`src/rtl/cpu_run_ctrl.sv`:
```
// Run controller for the simplified MIPS CPU: sequences CPU reset, gates the CPU
// clock enable, counts enabled cycles and ends a run on halt or cycle budget.
module cpu_run_ctrl #(
   parameter int unsigned RST_CYCLES = 5,
   parameter int unsigned MAX_CYCLES = 10000,
   parameter int unsigned HALT_HOLD  = 4,
   parameter int unsigned CNT_W      = 32
) (
   input  logic             clk,
   input  logic             rst,
   input  logic             halt_in,
   input  logic             pause,
   input  logic             restart,
   output logic             cpu_rst,
   output logic             cpu_en,
   output logic             running,
   output logic             done,
   output logic             halted,
   output logic             timeout,
   output logic [CNT_W-1:0] cycle_count
);

   localparam int unsigned RST_W  = $clog2(RST_CYCLES + 1);
   localparam int unsigned HOLD_W = $clog2(HALT_HOLD + 1);

   localparam logic [RST_W-1:0]  RST_LAST  = RST_W'(RST_CYCLES - 1);
   localparam logic [HOLD_W-1:0] HOLD_LAST = HOLD_W'(HALT_HOLD - 1);
   localparam logic [CNT_W-1:0]  CNT_LAST  = CNT_W'(MAX_CYCLES - 1);

   typedef enum logic [1:0] {
      ST_RESET = 2'd0,
      ST_RUN   = 2'd1,
      ST_DONE  = 2'd2
   } state_t;

   state_t            state, state_d;
   logic [RST_W-1:0]  rst_cnt, rst_cnt_d;
   logic [HOLD_W-1:0] hold_cnt, hold_cnt_d;
   logic [CNT_W-1:0]  cycle_d;
   logic              halted_d, timeout_d;
   logic              cpu_rst_d, cpu_en_d, running_d, done_d;
   logic              halt_hit, time_hit;

   // Next-state and next-output logic; the CPU advances only on cycles where
   // the registered cpu_en is high, so counting and halt sampling follow it.
   always_comb begin
      state_d    = state;
      rst_cnt_d  = rst_cnt;
      hold_cnt_d = hold_cnt;
      cycle_d    = cycle_count;
      halted_d   = halted;
      timeout_d  = timeout;
      halt_hit   = 1'b0;
      time_hit   = 1'b0;

      unique case (state)
         ST_RESET: begin
            if (restart) begin
               rst_cnt_d = '0;
            end else if (rst_cnt == RST_LAST) begin
               state_d = ST_RUN;
            end else begin
               rst_cnt_d = rst_cnt + RST_W'(1);
            end
         end
         ST_RUN: begin
            if (restart) begin
               state_d    = ST_RESET;
               rst_cnt_d  = '0;
               hold_cnt_d = '0;
               cycle_d    = '0;
               halted_d   = 1'b0;
               timeout_d  = 1'b0;
            end else if (cpu_en) begin
               cycle_d = cycle_count + CNT_W'(1);
               if (halt_in) begin
                  hold_cnt_d = hold_cnt + HOLD_W'(1);
                  halt_hit   = (hold_cnt == HOLD_LAST);
               end else begin
                  hold_cnt_d = '0;
               end
               time_hit = (cycle_count == CNT_LAST);
               // Halt takes precedence when both end the run on one edge
               if (halt_hit) begin
                  state_d  = ST_DONE;
                  halted_d = 1'b1;
               end else if (time_hit) begin
                  state_d   = ST_DONE;
                  timeout_d = 1'b1;
               end
            end
         end
         ST_DONE: begin
            if (restart) begin
               state_d    = ST_RESET;
               rst_cnt_d  = '0;
               hold_cnt_d = '0;
               cycle_d    = '0;
               halted_d   = 1'b0;
               timeout_d  = 1'b0;
            end
         end
         default: begin
            state_d    = ST_RESET;
            rst_cnt_d  = '0;
            hold_cnt_d = '0;
            cycle_d    = '0;
            halted_d   = 1'b0;
            timeout_d  = 1'b0;
         end
      endcase

      cpu_rst_d = (state_d == ST_RESET);
      cpu_en_d  = (state_d == ST_RUN) && !pause;
      running_d = (state_d == ST_RUN);
      done_d    = (state_d == ST_DONE);
   end

   // State, counters and registered outputs
   always_ff @(posedge clk) begin
      if (rst) begin
         state       <= ST_RESET;
         rst_cnt     <= '0;
         hold_cnt    <= '0;
         cycle_count <= '0;
         cpu_rst     <= 1'b1;
         cpu_en      <= 1'b0;
         running     <= 1'b0;
         done        <= 1'b0;
         halted      <= 1'b0;
         timeout     <= 1'b0;
      end else begin
         state       <= state_d;
         rst_cnt     <= rst_cnt_d;
         hold_cnt    <= hold_cnt_d;
         cycle_count <= cycle_d;
         cpu_rst     <= cpu_rst_d;
         cpu_en      <= cpu_en_d;
         running     <= running_d;
         done        <= done_d;
         halted      <= halted_d;
         timeout     <= timeout_d;
      end
   end

endmodule

```
`config.mk`:
```
export PLATFORM = sky130hd
export DESIGN_NAME = cpu_run_ctrl
export DESIGN_NICKNAME = d
export VERILOG_FILES = /design/src/rtl/cpu_run_ctrl.sv
export SDC_FILE = /design/constraint.sdc
export NUM_CORES = 1
export LEC_CHECK = 0
export CAP_MARGIN = 30
export CORE_MARGIN = 5
export CORE_UTILIZATION = 25
export CTS_CLUSTER_SIZE = 12
export DETAILED_ROUTE_END_ITERATION = 7
export DONT_BUFFER_PORTS = 1
export GPL_TIMING_DRIVEN = 0
export SLEW_MARGIN = 20
export SYNTH_ARGS = -nofsm -noshare
export SYNTH_HDL_FRONTEND = slang
export SYNTH_SLANG_ARGS = --single-unit
export TNS_END_PERCENT = 5
```
`constraint.sdc`:
```
create_clock -name clk -period 2.3 [get_ports clk]
set_clock_uncertainty 0.05 [all_clocks]
set_input_delay 0.46 -clock clk [delete_from_list [all_inputs] [get_ports clk]]
set_output_delay 0.46 -clock clk [all_outputs]
set_load 0.01 [all_outputs]
```
==> key figures <==
Route
  – DRC viols: 0
  – Post-DR wirelength/cell: between 10 and 15 µm
  – Via/cell ratio: between 4 and 5
  – DR vias: roughly 2.1k
  – ANT nets after route: 0
  – DRT iter0 DRCs: slightly above 60
  – Routed WL: 6100 µm
  – TritonRoute pass-1 iters: 4

Synth
  – Syn_nets: around 300
  – Post-synth top flop: dfxtp_1
  – EDFF count, synth: 0
  – Syn avg cell area: about 8.6 µm²
  – Post-Synthesis Cell Area: 2440 µm²
  – Cell count after synthesis: 285
  – #FFs+latches synth: between 40 and 50
  – Ys Warns: 0
  – Post-synthesis sequential area ratio: 37.7%
  – Post-synthesis cell type count: 51
  – Asr flop ratio synth: 0%

Critical path
  – Crit-path max FO: 8
  – Worst EP required: 2.44 ns
  – RR Endpoint: cycle_count[27]
  – Max incr delay on CP: slightly above 0.5 ns
  – Reg2Reg Setup Slack: 0.07 ns
  – Register-to-Register Path Depth: 5
  – Crit path arrival time: ~2.4 ns
  – Critical Path End: cycle_count[27]
  – Crit path buf inv count: 0
  – CP delay by family, top: simple AND/OR/NAND/NOR gates
  – Kind of critical path: reg -> reg
  – CP startpoint: cycle_count[12]
  – Slowest CP cell: dfxtp_1
  – Setup crit end kind: flop
  – CP Launch Type: flop
  – Cell depth of the worst setup path: 5
  – Critical R2R Launch: cycle_count[12]
  – Critical-path cell list: nand4_2, nor4_4, nand3_2, or3_1, mux2_4

Power and ir drop
  – Total power: roughly 1.6 mW
  – PwrDens: around 550 nW/µm²
  – LEAKAGE: slightly below 1 nW
  – Max VDD drop: about 0.26 mV

Global routing
  – Vias in the first global route: 1,865
  – Initial antenna violation count: 0
  – GR Util All Layers: between 10% and 20%
  – Pin count of the biggest net entering global routing: 16
  – Overflow after GRT: 0
  – Global-route wire length before repair: 9580 µm

Clock network
  – TritonCTS clock tree: done
  – Sink Count: 46
  – Clk Latency, worst-skew pair: 0.30 ns
  – H-tree depth: 2
  – CTS Buffer Depth: 2
  – CTS buffer count: 5
  – Clk slew on worst S/H paths: approximately 0.1 ns
  – Root Driver: clkbuf_8

Floorplanning
  – Die Wd: approximately 110 µm
  – Die area: roughly 12,000 µm²
  – Core area: 9640 µm²
  – Rows: 36
  – Initial Util: 25.3%
  – Ports: 43
  – Vert. Die Dim: approximately 110 µm

Placed design
  – Post-DP HPWL: around 4700 µm
  – Area after DPL: roughly 2600 µm²
  – Place WS: -0.108 ns
  – Port bufs: 0
  – Gpl congestion: just under 0.8

STA
  – Final Cycle Share: 96.8%
  – Endpoints failing hold: 0
  – RSZ-0062 raised after global routing: true
  – Fmax: between 0.4 and 0.5 GHz
  – Final setup fails: 0
  – Slew Limit Headroom: 62.2%
  – Setup TNS: 0 ns
  – Crit path setup slack, layout: around 0.074 ns
  – Max-slew violation count: 0
  – Slew at the pin with the worst max-slew slack: between 0.5 and 0.6 ns
  – Final min period: 2.23 ns

Finish
  – Fin area: ~2800 µm²
  – Share of layout cells above drive strength 1: between 10% and 20%
  – Area Growth Syn to Fin: 15.1%
  – Diode count: 0
  – Nets: 310
  – Final core occ: between 20% and 30%

Status
  – Status: completed

Worst hold path
  – Hold Path Origin: halt_in
  – Worst hold path type: in -> reg

Flow run
  – Max_cap viols: 0
Yosys cell counts, types with 2 or more instances:
master,count,share of area (%)
nand3_1,13,2.7
clkbuf_1,8,1.2
nor2_1,43,6.6
o21ba_2,2,0.82
ha_1,9,4.6
a21oi_1,10,2.1
o21ai_0,3,0.62
nor2b_1,2,0.51
nor4_2,2,1.0
a21o_1,2,0.62
nand3b_1,4,1.2
or3_2,2,0.62
and2_1,3,0.77
o31ai_1,2,0.62
nand4_1,22,5.6
inv_1,9,1.4
o211ai_1,3,0.92
nor4_1,8,2.1
a31oi_1,3,0.77
and3_1,5,1.3
or4_1,6,1.8
nand2_1,18,2.8
xnor2_1,4,1.4
nand4_2,2,1.0
nand4b_1,3,1.1
xor2_1,19,6.8
buf_2,3,0.62
dfxtp_1,46,38
nor3_1,7,1.4
how the worst min path moves through the flow:
| stage | to | slack (ns) | cells after the start |
|---|---|---|---|
| finish | hold_cnt[1] | 0.27 | 2 |
| global route | hold_cnt[1] | 0.26 | 2 |
| CTS | hold_cnt[1] | 0.26 | 2 |
| detailed placement | hold_cnt[1] | 0.41 | 2 |
| global placement | hold_cnt[1] | 0.40 | 2 |
| floorplan | hold_cnt[1] | 0.39 | 2 |
stage by stage:
stage,instances,hold slack [ns]
floorplan,285,0.386
global placement,418,0.398
detailed placement,418,0.407
CTS,427,0.262
global route,430,0.256
finish,430,0.269
cell type report:
type                    count  area (µm²)
fillers                  1045        6830
multi-input cells         217        1450
flip-flops and latches     46         928
well taps                 133         166
clock buffers               5        68.8
clock inverters             3        68.8
plain buffers              13        67.6
inverters                   9        33.8
repair buffers              4        27.5
cells in the final DEF, fill, tap and decap left out, types with 4 or more instances in the layout:
cell type | synthesis | layout
nor3_1 | 7 | 7
nor4_1 | 8 | 7
nor2_1 | 43 | 43
dfxtp_1 | 46 | 40
ha_1 | 9 | 9
clkbuf_1 | 8 | 7
nand2_1 | 18 | 18
dfxtp_2 | 0 | 6
xnor2_1 | 4 | 4
inv_1 | 9 | 9
or4_1 | 6 | 6
and3_1 | 5 | 5
nand4_1 | 22 | 22
nand3b_1 | 4 | 4
xor2_1 | 19 | 19
clkbuf_8 | 0 | 5
nand3_1 | 13 | 13
buf_4 | 1 | 4
a21oi_1 | 10 | 10
timing repair:
action / in CTS / in global routing
pin swaps: 3 / 2
setup buffers: 1 / 2
hold buffers: 0 / 0
gates cloned: 0 / 0
endpoints found under the setup margin: 24 / 24
gates resized for setup: 4 / 9
kinds of logic (layout without fill, tap and decap cells):
family / after synthesis / count (layout) / synth area share (%)
XOR/XNOR: 23 / 23 / 8.26
buffers and inverters: 22 / 34 / 4.00
AO/OA/AOI/OAI: 30 / 30 / 8.10
multiplexers: 2 / 2 / 1.03
adder cells (fa/ha/maj): 9 / 9 / 4.62
flip-flops: 46 / 46 / 37.7
AND/OR/NAND/NOR: 153 / 153 / 36.3
registers in the layout, summed over array words and instances, names as in the netlist:
signal       flops
state            2
running          1
rst_cnt          3
timeout          1
done             1
halted           1
cpu_en           1
cpu_rst          1
cycle_count     32
hold_cnt         3
report_power, final:
group | total [mW] | internal, mW | switching, mW | leakage, nW
combinational | 0.0294 | 0.00980 | 0.0196 | 0.551
clock | 0.724 | 0.436 | 0.288 | 0.0683
sequential | 0.799 | 0.797 | 0.00127 | 0.374
routing by layer:
| layer | share of wire [%] | global-route usage (%) | routed length [µm] |
|---|---|---|---|
| met1 | 43 | 12.4 | 2640 |
| met2 | 48 | 16.9 | 2950 |
| met3 | 8.0 | 4.50 | 488 |
| met4 | 0.38 | 1.98 | 23 |
| met5 | 0 | 0 | 0 |
Power figures use the tool's default switching activity.
